### src/rtl/dmem_lane_ctrl.sv
// Data-memory lane controller: splits one load/store into four byte-lane bank accesses,
// assembles and extends load data, and rejects out-of-range, illegal or disallowed requests.
`timescale 1ns/1ps
module dmem_lane_ctrl #(
  parameter logic [31:0] BASE_ADDR      = 32'h0000_0000,
  parameter bit          ALLOW_MISALIGN = 1'b1
) (
  input  logic        clk_i,
  input  logic        rst_i,
  input  logic        req_valid_i,
  output logic        req_ready_o,
  input  logic        req_we_i,
  input  logic [2:0]  req_funct3_i,
  input  logic [31:0] req_addr_i,
  input  logic [31:0] req_wdata_i,
  output logic        rsp_valid_o,
  input  logic        rsp_ready_i,
  output logic [31:0] rsp_rdata_o,
  output logic        rsp_err_o,
  output logic [55:0] bank_addr_o,
  output logic [3:0]  bank_wren_o,
  output logic [31:0] bank_wdata_o,
  input  logic [31:0] bank_rdata_i
);

  typedef enum logic [1:0] {S_IDLE, S_ACCESS, S_RESP} state_t;

  state_t      state_q, state_d;
  logic        we_q;
  logic [2:0]  funct3_q;
  logic [1:0]  off_q;
  logic        err_q;
  logic [3:0]  lane_en_q;
  logic [55:0] bank_addr_q, bank_addr_d;
  logic [31:0] bank_wdata_q, bank_wdata_d;
  logic [31:0] rsp_rdata_q, rsp_rdata_d;
  logic        rsp_err_q;

  logic [31:0] rel_addr;
  logic [1:0]  off;
  logic [13:0] word_idx;
  logic [3:0]  size_mask;
  logic [1:0]  size_m1;
  logic [7:0]  mask_rot;
  logic [3:0]  lane_en;
  logic [32:0] last_byte;
  logic        range_err, funct3_err, misalign_err, req_err;
  logic        capture, finish;
  logic [31:0] load_raw;

  function automatic logic [31:0] load_ext(input logic [31:0] raw, input logic [2:0] f3);
    case (f3)
      3'b000:  load_ext = {{24{raw[7]}}, raw[7:0]};
      3'b001:  load_ext = {{16{raw[15]}}, raw[15:0]};
      3'b100:  load_ext = {24'h0, raw[7:0]};
      3'b101:  load_ext = {16'h0, raw[15:0]};
      default: load_ext = raw;
    endcase
  endfunction

  assign rel_addr = req_addr_i - BASE_ADDR;
  assign off      = rel_addr[1:0];
  assign word_idx = rel_addr[15:2];

  always_comb begin
    case (req_funct3_i[1:0])
      2'b00:   begin size_mask = 4'b0001; size_m1 = 2'd0; end
      2'b01:   begin size_mask = 4'b0011; size_m1 = 2'd1; end
      default: begin size_mask = 4'b1111; size_m1 = 2'd3; end
    endcase
  end

  // The enable mask is the size mask rotated left by the byte offset.
  assign mask_rot  = {size_mask, size_mask} << off;
  assign lane_en   = mask_rot[7:4];
  // 33-bit sum so a request near 2^32 cannot wrap back into range.
  assign last_byte = {1'b0, rel_addr} + 33'(size_m1);
  assign range_err = last_byte > 33'h0_0000_FFFF;

  always_comb begin
    case (req_funct3_i)
      3'b000, 3'b001, 3'b010: funct3_err = 1'b0;
      3'b100, 3'b101:         funct3_err = req_we_i;
      default:                funct3_err = 1'b1;
    endcase
  end

  assign misalign_err = !ALLOW_MISALIGN &&
                        (((req_funct3_i[1:0] == 2'b01) && off[0]) ||
                         ((req_funct3_i[1:0] == 2'b10) && (off != 2'b00)));
  assign req_err = range_err | funct3_err | misalign_err;

  always_comb begin
    bank_addr_d  = '0;
    bank_wdata_d = '0;
    for (int k = 0; k < 4; k++) begin
      logic [1:0] byte_sel;
      byte_sel = 2'(k) - off;
      // Lanes below the offset hold the bytes that spilled into the next word.
      bank_addr_d[14*k +: 14] = word_idx + ((2'(k) < off) ? 14'd1 : 14'd0);
      if (lane_en[k] && req_we_i && !req_err)
        bank_wdata_d[8*k +: 8] = req_wdata_i[8*byte_sel +: 8];
    end
  end

  always_comb begin
    load_raw = '0;
    for (int i = 0; i < 4; i++) begin
      logic [1:0] lane;
      lane = off_q + 2'(i);
      load_raw[8*i +: 8] = bank_rdata_i[8*lane +: 8];
    end
  end

  assign rsp_rdata_d = (!we_q && !err_q) ? load_ext(load_raw, funct3_q) : 32'h0;

  always_comb begin
    state_d     = state_q;
    req_ready_o = 1'b0;
    rsp_valid_o = 1'b0;
    bank_wren_o = 4'b0000;
    capture     = 1'b0;
    finish      = 1'b0;
    case (state_q)
      S_IDLE: begin
        req_ready_o = 1'b1;
        if (req_valid_i) begin
          capture = 1'b1;
          state_d = S_ACCESS;
        end
      end
      S_ACCESS: begin
        if (we_q && !err_q) bank_wren_o = lane_en_q;
        finish  = 1'b1;
        state_d = S_RESP;
      end
      S_RESP: begin
        rsp_valid_o = 1'b1;
        if (rsp_ready_i) state_d = S_IDLE;
      end
      default: state_d = S_IDLE;
    endcase
  end

  always_ff @(posedge clk_i or posedge rst_i) begin
    if (rst_i) begin
      state_q      <= S_IDLE;
      we_q         <= 1'b0;
      funct3_q     <= 3'b000;
      off_q        <= 2'b00;
      err_q        <= 1'b0;
      lane_en_q    <= 4'b0000;
      bank_addr_q  <= '0;
      bank_wdata_q <= '0;
      rsp_rdata_q  <= '0;
      rsp_err_q    <= 1'b0;
    end else begin
      state_q <= state_d;
      if (capture) begin
        we_q         <= req_we_i;
        funct3_q     <= req_funct3_i;
        off_q        <= off;
        err_q        <= req_err;
        lane_en_q    <= lane_en;
        bank_addr_q  <= bank_addr_d;
        bank_wdata_q <= bank_wdata_d;
      end
      if (finish) begin
        rsp_rdata_q <= rsp_rdata_d;
        rsp_err_q   <= err_q;
      end
    end
  end

  assign bank_addr_o  = bank_addr_q;
  assign bank_wdata_o = bank_wdata_q;
  assign rsp_rdata_o  = rsp_rdata_q;
  assign rsp_err_o    = rsp_err_q;

endmodule

### config.mk
export PLATFORM = sky130hd
export DESIGN_NAME = dmem_lane_ctrl
export DESIGN_NICKNAME = d
export VERILOG_FILES = /design/src/rtl/dmem_lane_ctrl.sv
export SDC_FILE = /design/constraint.sdc
export NUM_CORES = 1
export LEC_CHECK = 0
export ABC_AREA = 1
export BUFFER_PORTS_ARGS = -buffer_cell sky130_fd_sc_hd__buf_2
export CAP_MARGIN = 20
export CORE_MARGIN = 5
export CORE_UTILIZATION = 40
export DETAILED_ROUTE_END_ITERATION = 10
export PLACE_DENSITY_LB_ADDON = 0.15
export REMOVE_ABC_BUFFERS = 1
export SLEW_MARGIN = 20
export SYNTH_ARGS = -nofsm -noshare
export SYNTH_HDL_FRONTEND = slang
export SYNTH_SLANG_ARGS = --single-unit
export TNS_END_PERCENT = 5
### constraint.sdc
create_clock -name clk_i -period 4.15 [get_ports clk_i]
set_input_delay 0.415 -clock clk_i [delete_from_list [all_inputs] [get_ports clk_i]]
set_output_delay 0.415 -clock clk_i [all_outputs]
set_load 0.1 [all_outputs]
==> results.json, run 1 <==
{
  "path_clk_slew_ps": 60,
  "total_power_w": 0.00873,
  "grt_pass1_vias": 8034,
  "fmax_mhz": 354,
  "nNetsFinal": 1504,
  "yosysTopAreaCell": "dfrtp_1",
  "yosysMostFrequentCell": "nand2_1",
  "htree_levels": 4,
  "clk_path_buf_depth": 2,
  "critical_path_class": "reg -> reg",
  "drc_errors": 0,
  "ios": 231,
  "avgSynthCellArea_um2": 7.03,
  "yosysSeqAreaShare": 0.401,
  "vias": 8512,
  "tightest_slew_ps": 944,
  "dieHeight_um": 155,
  "synth_edf_count": 0,
  "hold_class": "in -> async",
  "cts_setup_buffers": 0,
  "die_w_um": 155,
  "async_flop_share": 1.00,
  "skew_ps": 14.5,
  "viasPerCell": 5.09,
  "post-route-period-util": 0.681,
  "drv_slew": 0,
  "clock_latency_ps": 420,
  "dieArea_um2": 23900,
  "ys_ff_latch": 134,
  "antenna_found_initial": 2,
  "cts_hold_buf": 0,
  "cp-start-kind": "flip-flop",
  "irDropWorstVdd_mv": 0.424,
  "diodes": 0,
  "routabilityCongestion": 0.914,
  "leakage_nw": 5.58,
  "maxCapViolCount": 0,
  "synthTopCellsByCount": "nand2_1, o21ai_0, dfrtp_1",
  "hold_viol_final": 0,
  "drt_iter0_drc": 571,
  "dpl.hpwl_um": 19400,
  "holdWs_ps": 195,
  "grt_max_degree": 96,
  "r2r-start": "off_q[0]$_DFFE_PP0P_",
  "yosys_warnings": 0,
  "finalWirelength_um": 26600,
  "grt_first_pass_wirelength_um": 42400,
  "placed_cell_area_um2": 9700,
  "required_ps": 4460,
  "cts.sink_count": 134,
  "final_util": 0.505,
  "synth_area_um2": 8360,
  "fillers": 2101,
  "start_util": 0.409,
  "pre_cts_ws_ps": 964,
  "ant_nets": 0,
  "r2r-end": "rsp_rdata_o[23]$_DFFE_PP0P_",
  "fin_crit_ps": 2830,
  "synth.distinct_cells": 43,
  "end_kind": "flip-flop",
  "finalSetupViolations": 0,
  "areaGrowthSynthToFinish_pct": 23.5,
  "grt_use_total": 0.220,
  "numCtsBuffers": 17,
  "p_per_area_nw_per_um2": 846,
  "design_area_um2": 10300,
  "cts_tree": "done",
  "grt.overflow.total": 0,
  "num_rows": 52,
  "synth_cells": 1188,
  "io_buffer_count": 230,
  "synth_ff_type": "dfrtp_1",
  "post_cts_resized": 0,
  "ys_top_cells_by_area": "dfrtp_1, nand2_1, o21ai_0",
  "cp_max_fo": 25,
  "rsz0062_at_grt": "no",
  "drive_gt1_frac": 0.225,
  "max_slew_margin": 0.371,
  "cts_root_buf": "clkbuf_16",
  "arrival_ps": 3130,
  "core_area_um2": 20400,
  "yosysTopAreaCellShare": 0.401,
  "r2r_cells": 8,
  "wire_per_inst_um": 15.9,
  "drt_pass1_iterations": 5,
  "setup_slack_ps": 1320,
  "outcome": "finished, final reports clean",
  "reg2reg_setup_slack_ps": 1320
}
sequential cells by signal (all words and copies together) (netlist names):
name / count
rsp_rdata_o: 32
bank_addr_o: 56
we_q: 1
off_q: 2
err_q: 1
bank_wdata_o: 32
lane_en_q: 4
rsp_err_o: 1
state_q: 2
funct3_q: 3
logic make-up (layout without fill, tap and decap cells):
kind of cell / Yosys count / in the layout / synth area share
mux: 16 / 16 / 0.0192
xor+xnor: 8 / 8 / 0.00928
fa+ha+maj: 11 / 11 / 0.0165
flops: 134 / 134 / 0.401
compound gates: 226 / 226 / 0.151
simple gates: 611 / 611 / 0.315
buf+inv: 182 / 396 / 0.0880
cell type report:
cell class / count / area (µm²) / share of cell area
Multi-Input combinational cell: 872 / 4280 / 0.415
Sequential cell: 134 / 3350 / 0.325
Timing Repair Buffer: 243 / 1260 / 0.122
Inverter: 121 / 465 / 0.0451
Clock buffer: 19 / 453 / 0.0439
Tap cell: 270 / 338 / 0.0327
Clock inverter: 13 / 169 / 0.0164
routing by layer:
layer / track usage / wire length, µm
met4: 0.0555 / 310
met5: 0 / 20
met1: 0.317 / 12500
met2: 0.339 / 12000
met3: 0.0436 / 1780
worst max path at each step:
stage / startpoint / endpoint / cells past startpoint
after global routing: off_q[0]$_DFFE_PP0P_ / rsp_rdata_o[20]$_DFFE_PP0P_ / 8
after floorplan: state_q[1]$_DFFE_PP0P_ / bank_wdata_o[10]$_DFFE_PP0P_ / 7
final: off_q[0]$_DFFE_PP0P_ / rsp_rdata_o[23]$_DFFE_PP0P_ / 8
after global placement: req_addr_i[1] / err_q$_DFFE_PP0P_ / 20
after detailed placement: req_addr_i[1] / err_q$_DFFE_PP0P_ / 20
after CTS: off_q[0]$_DFFE_PP0P_ / rsp_rdata_o[16]$_DFFE_PP0P_ / 8
placed cells by master (no fill, tap or decap), types with 2 or more instances in the layout:
cell type    n
nand2_2     10
buf_2      230
ha_1        11
nor2_4       6
nand4_1     38
o21ai_1      4
clkbuf_16   17
a21oi_1     31
nand3_1     57
clkinv_4     3
mux2i_1     16
buf_4       12
a22oi_1      3
inv_2        5
nor3_1       7
nand2_4      5
a211oi_1    10
a22o_1      12
a221o_1      3
dfrtp_1    134
nand3b_1     2
clkinv_2     3
clkbuf_8     2
inv_1      112
nor2_1     122
inv_6        6
o211ai_1     3
nor2_2       7
xnor2_1      5
nand2_1    352
o21ai_0    142
o31ai_1      2
xor2_1       2
o22ai_1      6
a31oi_1      8
bufinv_16    3
metrics by stage:
stage	instances	TNS, ps
after floorplan	1127	-122550
after global placement	1640	0
after detailed placement	1640	0
after CTS	1672	0
after global routing	1672	0
final	1672	0
critical path, stage by stage, from the launching register on:
cell and delay, ps:
dfrtp_1 640, buf_4 350, xor2_2 680, mux2i_1 330
o21ai_1 80, nor2_1 100, buf_4 220, inv_1 120
a22o_1 190
where the power goes:
| part | switching [W] | internal (W) |
|---|---|---|
| sequential | 0.000309 | 0.00174 |
| clock | 0.000611 | 0.000986 |
| combinational | 0.00422 | 0.000864 |
| total | 0.00514 | 0.00359 |
(Power assumes the default switching activity.)
==> run 2, diff against run 1 <==
Settings changed: ABC_AREA 1 to 0.
Clock period 4.15 ns to 2.9 ns, I/O delays scaled along.
==> run 2 against run 1 <==
Synthesized cell count shrank 30%. Hold slack worse by 120 ps. Critical endpoint is now bank_wdata_o[0]$_DFFE_PP0P_. Critical path type is now in -> reg. Non-clock buffer count grew 27. Largest power group unchanged. Sequential share of layout area is 0.17 points higher. Critical path depth up 4. Highest routed layer unchanged. Wire length is 12% lower. Clock-buffer cell count rose by 2. Die area shrank 3.3%. Flip-flop and latch count unchanged.
==> results.json, run 2 <==
{
  "numCtsBuffers": 17,
  "fmax_mhz": 365,
  "cts_setup_buffers": 0,
  "comb_power_share": 0.528,
  "async_flop_share": 1.00,
  "cp_max_fo": 32,
  "htree_levels": 4,
  "total_power_w": 0.0102,
  "skew_ps": 16.6,
  "grt_max_degree": 144,
  "end_kind": "flip-flop",
  "synth_cells": 828,
  "drt_iter0_drc": 434,
  "rsz0062_at_grt": "no",
  "drv_slew": 0,
  "largest_reg_flops": 56,
  "dieHeight_um": 152,
  "cts_tree": "done",
  "final_cell_mix": "buf_2, nand2_1, dfrtp_1",
  "drc_errors": 0,
  "yosysTopAreaCell": "dfrtp_1",
  "synthTopCellsByCount": "nand2_1, dfrtp_1, o21ai_0",
  "cts_root_buf": "clkbuf_16",
  "p_per_area_nw_per_um2": 996,
  "tightest_slew_ps": 818,
  "post_cts_resized": 0,
  "core_area_um2": 20000,
  "ant_nets": 0,
  "synth.distinct_cells": 58,
  "ys_top_cells_by_area": "dfrtp_1, nand2_1, mux4_2",
  "p_sw_frac": 0.528,
  "p_int_w": 0.00482,
  "critical_path_class": "in -> reg",
  "power_switching_w": 0.00540,
  "avgSynthCellArea_um2": 9.74,
  "final_util": 0.512,
  "nNetsFinal": 1169,
  "cts.sink_count": 134,
  "grt.busiest_layer": "met2",
  "dieArea_um2": 23100,
  "post-route-period-util": 0.944,
  "grt_first_pass_wirelength_um": 38300,
  "yosysMostFrequentCell": "nand2_1",
  "leakage_nw": 4.89,
  "cp-start-kind": "input pin",
  "finalWirelength_um": 23400,
  "yosysSeqAreaShare": 0.416,
  "areaGrowthSynthToFinish_pct": 27.3,
  "viasPerCell": 5.19,
  "grt_pass1_vias": 6959,
  "finalSetupViolations": 0,
  "irDropWorstVdd_mv": 0.830,
  "grt_use_total": 0.204,
  "max_slew_margin": 0.452,
  "clk_path_buf_depth": 2,
  "die_w_um": 152,
  "synth_ff_type": "dfrtp_1",
  "hold_viol_final": 0,
  "maxCapViolCount": 0,
  "fin_crit_ps": 2740,
  "clock_latency_ps": 420,
  "grt.overflow.total": 0,
  "wire_per_inst_um": 17.5,
  "ys_ff_latch": 134,
  "synth_area_um2": 8060,
  "vias": 6938,
  "path_clk_slew_ps": 60,
  "mostFrequentLayoutCell": "buf_2",
  "met3_usage": 0.0475,
  "synth_edf_count": 0,
  "clkPwrFrac": 0.219,
  "start_util": 0.402,
  "grt_use_met1": 0.287,
  "ios": 231,
  "dpl.hpwl_um": 17200,
  "hold_class": "in -> reg",
  "num_rows": 52,
  "design_area_um2": 10300,
  "routabilityCongestion": 0.807,
  "yosysTopAreaCellShare": 0.416,
  "yosys_warnings": 0,
  "grtUsageMet2": 0.319,
  "outcome": "finished, final reports clean",
  "drive_gt1_frac": 0.349,
  "p_seq_frac": 0.253,
  "antenna_found_initial": 2,
  "io_buffer_count": 230,
  "arrival_ps": 3050,
  "drt_pass1_iterations": 5,
  "placed_cell_area_um2": 9640,
  "required_ps": 3210
}
## run 2: cell types whose count changed after synthesis, moves of 29 or more
cell / previous run / this run
inv_1: 113 / 9
nand3_1: 57 / 15
nand2_1: 353 / 224
o21ai_0: 142 / 73
nand4_1: 38 / 9
nor2_1: 122 / 32
## run 2: metal layers
metal / vias to the layer above / part of all wire
met5: - / 0.0011
met4: 4 / 0.012
met3: 22 / 0.057
met2: 215 / 0.47
met1: 3319 / 0.46
li1: 3378 / -
## run 2: area by class of cell
type                            count  area (µm²)
Fill cell                        1928        9780
Multi-Input combinational cell    621        4370
Sequential cell                   134        3350
Timing Repair Buffer              270        1550
Clock buffer                       21         460
Tap cell                          270         338
Clock inverter                     11         150
Inverter                           10        42.5
Antenna cell                        1        2.50
## run 2: kinds of logic after synthesis
family | after synthesis | share of synthesized area
compound gates | 158 | 0.131
buf+inv | 73 | 0.0441
flops | 134 | 0.416
xor+xnor | 41 | 0.0445
mux | 81 | 0.163
fa+ha+maj | 12 | 0.0183
simple gates | 329 | 0.182
## run 2: metrics by stage
| step | TNS, ps | cells | worst slack (ps) | hold slack [ps] |
|---|---|---|---|---|
| 2_1_floorplan | -358590 | 765 | -3040 | 395 |
| 3_3_place_gp | -5280 | 1304 | -172 | 442 |
| 3_5_place_dp | -7780 | 1304 | -317 | 444 |
| 4_1_cts | 0 | 1337 | 153 | 41.3 |
| 5_1_grt | 0 | 1337 | 0.897 | 73.9 |
| 6_report | 0 | 1338 | 164 | 75.2 |
## run 2: timing repair
item,CTS,global route
endpoints found under the setup margin,0,0
hold buffers,1,0
endpoints found under the hold margin,54,0
## run 2: final timing paths
check                      slack, ps                     endpoint  cells after the start                         from
setup / recovery                 160  bank_wdata_o[0]$_DFFE_PP0P_                     12              req_funct3_i[1]
setup reg to reg                 740  rsp_rdata_o[26]$_DFFE_PP0P_                      6       state_q[1]$_DFFE_PP0P_
hold reg to reg                  470  bank_addr_o[47]$_DFFE_PP0P_                      2  bank_addr_o[47]$_DFFE_PP0P_
min in group asynchronous        510  bank_addr_o[46]$_DFFE_PP0P_                      3                        rst_i
max in group asynchronous       1510   bank_addr_o[9]$_DFFE_PP0P_                      4                        rst_i
hold / removal                    80       state_q[1]$_DFFE_PP0P_                      2                  rsp_ready_i
## run 2: power by group through the flow
stage          logic [W]  registers, W  clock network [W]
2_1_floorplan    0.00144       0.00547                  0
3_3_place_gp     0.00540       0.00262                  0
3_5_place_dp     0.00544       0.00263                  0
4_1_cts          0.00544       0.00260            0.00229
5_1_grt          0.00572       0.00265            0.00237
6_report         0.00540       0.00259            0.00224
## run 2: critical path: stages
cell,delay [ps]
buf_2,100
or2_2,300
ha_1,200
ha_1,190
a21oi_1,140
or4_1,150
or4b_1,430
a211o_1,310
a211oi_2,260
nand4_4,150
buf_12,200
o31ai_1,280
